File: config.mk
export PLATFORM = sky130hd
export DESIGN_NAME = fetch_unit
export DESIGN_NICKNAME = d
export VERILOG_FILES = /design/src/rtl/fetch_unit.sv
export SDC_FILE = /design/constraint.sdc
export NUM_CORES = 1
export LEC_CHECK = 0
export BUFFER_PORTS_ARGS = -buffer_cell sky130_fd_sc_hd__buf_2
export CAP_MARGIN = 5
export CORE_MARGIN = 1
export CORE_UTILIZATION = 57
export DETAILED_ROUTE_END_ITERATION = 6
export PLACE_DENSITY_LB_ADDON = 0.05
export SLEW_MARGIN = 30
export SYNTH_ARGS = -nofsm -noshare
export SYNTH_HDL_FRONTEND = slang
export SYNTH_SLANG_ARGS = --single-unit
File: constraint.sdc
create_clock -name clk -period 7.15 [get_ports clk]
set_input_delay 1.43 -clock clk [delete_from_list [all_inputs] [get_ports clk]]
set_output_delay 1.43 -clock clk [all_outputs]
set_load 0.02 [all_outputs]
File: src/rtl/fetch_unit.sv
// Instruction fetch front end: single-outstanding halfword fetch, 2-entry prefetch
// FIFO and a registered decode output with branch redirect and response draining.
module fetch_unit #(
    parameter logic [31:0] RESET_PC = 32'h0000_0000,
    parameter logic [15:0] NOP      = 16'h0000
) (
    input  logic        clk,
    input  logic        reset,
    output logic        imem_req,
    output logic [31:0] imem_addr,
    input  logic        imem_ack,
    input  logic [15:0] imem_rdata,
    input  logic        stall,
    input  logic        branch_taken,
    input  logic [31:0] branch_pc,
    input  logic [31:0] delta_instruction,
    output logic [15:0] instruction,
    output logic [31:0] instr_pc,
    output logic        instr_valid
);
    typedef enum logic [1:0] {ISSUE, HOLD, DRAIN} state_t;

    typedef struct packed {
        logic [15:0] data;
        logic [31:0] addr;
    } entry_t;

    state_t      state, state_nxt;
    logic [31:0] fetch_pc, stale_pc, target;
    entry_t      fifo [2];
    logic [1:0]  count, count_nxt;
    logic        accept, pop, push, bypass, wr_idx;

    assign target    = (branch_pc + 32'd4 + (delta_instruction << 1)) & ~32'd1;
    assign accept    = imem_ack && (state == ISSUE) && !branch_taken;
    assign pop       = !stall && !branch_taken && (count != 2'd0);
    assign bypass    = accept && !stall && (count == 2'd0);
    assign push      = accept && !bypass && ((count != 2'd2) || pop);
    assign wr_idx    = (count == (pop ? 2'd2 : 2'd1));
    assign count_nxt = count + {1'b0, push} - {1'b0, pop};

    // Request is masked by reset so the reset cycle never issues a fetch.
    assign imem_req  = reset && (state != HOLD);
    assign imem_addr = (state == DRAIN) ? stale_pc : fetch_pc;

    always_comb begin
        state_nxt = state;
        case (state)
            ISSUE: begin
                if (branch_taken)
                    state_nxt = imem_ack ? ISSUE : DRAIN;
                else if (count_nxt == 2'd2 && !pop)
                    state_nxt = HOLD;
            end
            HOLD: begin
                if (branch_taken || pop)
                    state_nxt = ISSUE;
            end
            DRAIN: begin
                if (imem_ack)
                    state_nxt = ISSUE;
            end
            default: state_nxt = ISSUE;
        endcase
    end

    always_ff @(posedge clk) begin
        if (!reset) begin
            state       <= ISSUE;
            fetch_pc    <= RESET_PC;
            stale_pc    <= RESET_PC;
            count       <= 2'd0;
            instruction <= NOP;
            instr_pc    <= 32'd0;
            instr_valid <= 1'b0;
        end else begin
            state <= state_nxt;
            if (branch_taken) begin
                fetch_pc    <= target;
                // The in-flight address must stay on the bus until its ack is drained.
                if (state == ISSUE && !imem_ack)
                    stale_pc <= fetch_pc;
                count       <= 2'd0;
                instruction <= NOP;
                instr_pc    <= 32'd0;
                instr_valid <= 1'b0;
            end else begin
                if (accept)
                    fetch_pc <= fetch_pc + 32'd2;
                if (pop)
                    fifo[0] <= fifo[1];
                if (push)
                    fifo[wr_idx] <= '{data: imem_rdata, addr: fetch_pc};
                count <= count_nxt;
                if (!stall) begin
                    if (count != 2'd0) begin
                        instruction <= fifo[0].data;
                        instr_pc    <= fifo[0].addr;
                        instr_valid <= 1'b1;
                    end else if (accept) begin
                        instruction <= imem_rdata;
                        instr_pc    <= fetch_pc;
                        instr_valid <= 1'b1;
                    end else begin
                        instruction <= NOP;
                        instr_pc    <= 32'd0;
                        instr_valid <= 1'b0;
                    end
                end
            end
        end
    end
endmodule

Word level (Yosys, flattened, before mapping)
Memory sizes are Yosys's and may differ from the RTL's. Index checks and enable logic that the tools add are counted.

Word-level logic and storage cells: 73. Memories kept: 1. Bits of input ports: 85. Bits in writable memories: 96. Flip-flop bits (word level): 117. Output and inout bits: 82.

Memories: fifo (words 2, width 48, read ports 2, clocked after memory_dff 0, write ports 2, line 30) `entry_t fifo [2];`.

$add $sub $neg: 5. Equality and inequality tests: 9. Bitwise logic cells: 1. Muxes and demuxes: 24. Reductions and logical operators: 25.

Operators by type and width (count): $mux W32 (5); $add A32 B2 Y32 const B (1); $add A32 B3 Y32 const B (1); $add A32 B32 Y32 (1); $mux W16 (2); $mux W2 (6); $logic_and A1 B1 Y1 (11); $mux W1 (10); $ne A2 B2 Y1 const B (3); $pmux W2 S3 (1); $logic_not A1 Y1 (5); $eq A2 B2 Y1 const B (2); $logic_not A2 Y1 (2); $reduce_bool A2 Y1 (2); $ne A3 B3 Y1 const B (1); $reduce_and A3 Y1 (1); $add A2 B1 Y2 (1); $eq A2 B1 Y1 const B (1); $eq A2 B2 Y1 (1); $logic_or A1 B1 Y1 (2); $ne A2 B1 Y1 const B (1); $reduce_and A2 Y1 (1); $reduce_or A2 Y1 (1); $sub A2 B1 Y2 (1); $not A1 Y1 (1).

Logic depth before layout (Yosys ltp)
Depth after elaboration: 15. Gate-level depth with buffers: 13. Gate-level depth less buffers: 12.

Least setup slack after synthesis
No wires, ideal clock.

Path kind: input -> register. Start point: input stall. End point: memory fifo[1][10] in the netlist's numbering, enable pin. Stages on the path: 6. Arrival time: 5.399 ns. Buffers on the path: 2. Library setup time: 0.510 ns. Setup slack: 1.242 ns. Data required time: 6.640 ns. Cell sequence: clkbuf_1 clkbuf_1 nand2_1 nor2_1 a21oi_1 nor3_1.

RTL lines: start, declared (line 13) `input logic stall,`; end, declared (line 30).

Worst setup path after layout
Start point: register state[1]. End point: output imem_addr[14].

Word-level cells in the longest chain between the ends: 2.

RTL lines: start, declared (line 28) `state_t state, state_nxt;`; start signal, assigned (line 77) `state <= state_nxt;`; $eq A2 B2 Y1 (line 44) `assign imem_addr = (state == DRAIN) ? stale_pc : fetch_pc;`; $mux W32 (line 44); end, declared (line 10) `output logic [31:0] imem_addr,`.

Every way passes these cells.

==> impl_results.md <==
* H-Tree Level Count at 1
* Initial antenna violation count at 1
* Routed wire per std cell at 15.97 µm
* Setup TNS at 0 ns
* Worst Setup SP: state[1]
* Worst Max-Slew Pin Slew at 0.7131 ns
* RR Startpoint: fetch_pc[2]
* Cell depth of the worst setup path at 5
* Max rail drop VDD at 0.0001286 V
* Worst path max stage delay at 0.50 ns
* Dominant cells by area after synthesis: edfxtp_1 26%, dfxtp_1 21%, mux2_2 8.0%
* Cts hold-fix bufs at 0
* Die Wd at 139.9 µm
* Largest net degree at the start of global routing at 62
* Antenna-violating nets left at 0
* Full die area at 0.01957 mm²
* Number of buffers created by CTS at 20
* WL final at 23.45 mm
* Top Metal Used: met4
* Worst Setup Start Kind: register
* Top-count cell post-synth: nor2_1
* Crit Reg-Reg Endpoint: fetch_pc[21]
* Number of fill cells at 1551
* Outcome: finished, final reports clean
* IO Port Bufs at 162
* GRT Residual Overflow at 0
* Fin crit share at 54.66%
* Rows at 50
* Worst relative slew slack at 52.46%
* WP data arrival at 2.48 ns
* Critical path buffers and inverters at 3
* Crit path max fanout at 21
* Reg2Reg Depth at 8
* Mapped Area at 0.01084 mm²
* Vias in the first global route at 8028
* Placed Area at 0.01172 mm²
* WP data required at 5.72 ns
* Max-Cap Viols at 0
* Placed Cells at 1433
* Core area at 0.01864 mm²
* Sequential-to-total area share from yosys stat at 47.11%
* Layout Skew at 0.005705 ns
* Ys Warns at 0
* Tightest Hold Check Type: register to register
* Final setup fails at 0
* Final HPWL DP at 16.23 mm
* Layout Cells excl Fill at 1469
* Max Slew Vio Count at 0
* Slowest cell on crit path: nor2_2
* Setup bufs post-CTS at 0
* Clk_lat worst skew at 0.49 ns
* DRC at 0
* Worst-path cell chain: inv_1, nor2_2, buf_4, mux2_2, buf_2
* Netlist cell types at 64
* Vias post-DR at 8376
* Post-synth top cells: 156 x nor2_1, 119 x a21oi_1, 114 x dfxtp_1
* Final worst setup slack at 3.242 ns
* Avg Cell Area, Syn at 9.806 µm²
* First-pass GRT wire length at 39.04 mm
* RSZ-0062 raised after global routing: no
* Final Util at 66.16%
* Starting Density at 58.12%
* Met2 wire len at 11.02 mm
* Die Y-Extent at 139.9 µm
* Synthesis-to-layout area growth at 13.83%
* Antenna cells at 0
* P_leak at 0.004896 µW
* CTS tree: built
* Reg2Reg Setup Slack at 4.51 ns
* DRT iter0 DRCs at 433
* EDFF count, synth at 94
* Dpl ws at 2.896 ns
* Clk buf depth at 3
* Wl on met1 at 11.13 mm
* DR vias/cell at 5.702
* Layout cells sized above 1 at 24.13%
* GRT Resource Usage Total at 24.19%
* Crit path kind: register to primary output
* Nets at 1369
* Synth top area share at 26.05%
* Final Hold Fails at 0
* Placer Congestion at 0.8280
* Yosys top cell by area: edfxtp_1
* WL met3 at 843 µm
* CP endpoint kind: primary output
* Yosys reg bits at 208
* # clock sinks at 208
* Post_cts resized at 0
* Post-route cell area at 0.01233 mm²
* Mapped Cells at 1105
* Ys flop type: dfxtp_1
* Ys async rst share at 0%
* DRT Pass-1 Iters at 5
* Power Density at 226.6 mW/mm²
* Max frequency at 255.9 MHz
* Root Buffer: clkbuf_16
* Fin crit period at 3.908 ns
* Setup crit end: imem_addr[14]
* CP top delay family: buffers and inverters
* Clk pin slew, worst setup/hold paths at 0.06 ns
* Num ports at 167
[how the worst min path moves through the flow]
stage | slack (ns) | startpoint | endpoint | depth (start not counted)
after detailed placement | 0.44 | stale_pc[15] | stale_pc[15] | 2
after floorplan | 0.40 | fetch_pc[12] | fifo[1][12] | 0
after CTS | 0.45 | stale_pc[15] | stale_pc[15] | 2
final | 0.45 | stale_pc[15] | stale_pc[15] | 2
after global placement | 0.44 | stale_pc[14] | stale_pc[14] | 2
after global routing | 0.47 | stale_pc[26] | stale_pc[26] | 2
[worst reg2reg max path: cells and delay by family (launching register included)]
family / cells / cell delay, ns
compound gates: 1 / 0.21
simple gates: 5 / 1.32
flops: 1 / 0.58
xor+xnor: 1 / 0.16
fa+ha+maj: 1 / 0.31
[report_power, final]
part           leakage, µW  internal (µW)  switching, µW  total (µW)
registers          0.00178           1280           63.3        1340
clock network     0.000303            559            430         989
logic              0.00281            190            270         460
[state kept, by name, summed over array words and instances (netlist names)]
register / cells
count: 2
fetch_pc: 31
fifo: 94
instr_pc: 31
instr_valid: 1
instruction: 16
stale_pc: 31
state: 2
[metrics by stage]
stage | total power [µW] | hold WS, ns
after floorplan | 1691 | 0.4029
after global placement | 1820 | 0.4380
after detailed placement | 1826 | 0.4435
after CTS | 2818 | 0.4516
after global routing | 2925 | 0.4749
final | 2794 | 0.4483
[final cells by class]
type                       count  area (µm²)  area share [%]
clock inverter                 9       48.80          0.3956
sequential                   208        5105           41.39
tap                          234       292.8           2.374
multi-input combinational    805        5374           43.57
inverter                      12       45.04          0.3652
clock buffer                  27       568.0           4.605
timing repair buffer         174       900.9           7.304
[cells by family (layout without fill, tap and decap cells)]
kind of cell	count (synthesis)	after routing	synth area share [%]
simple gates	338	338	14.17
xor+xnor	50	50	4.042
buf+inv	93	222	3.614
fa+ha+maj	63	63	7.344
compound gates	273	273	15.50
other cells	1	2	0.03461
flops	208	208	47.11
mux	79	79	8.187
[layer usage]
layer	up-vias	global-route usage [%]
met1	3915	32.71
met5	-	0
met2	196	41.00
met3	33	2.994
met4	0	6.420
li1	4232	-
[cells in the final DEF, fill, tap and decap left out, types with 3 or more instances in the layout]
master	count
buf_2	162
nor2_1	155
a21oi_1	119
dfxtp_1	114
edfxtp_1	94
nand2_1	93
mux2_2	77
ha_1	62
a22oi_1	47
o21ai_0	32
xnor2_1	26
xor2_1	24
clkbuf_16	21
a211oi_1	20
nand3_1	18
nand4_1	13
inv_1	12
buf_4	12
a21o_1	11
nor3_1	10
and3_1	8
a31oi_1	6
o21bai_1	6
clkinv_2	6
or3_1	5
o22ai_1	5
nor2b_1	4
nor3_2	4
o211ai_1	4
and2_1	4
o21a_1	4
clkbuf_1	4
and4_1	3
a41oi_1	3
Note: power is estimated with default switching activity, not from simulation.
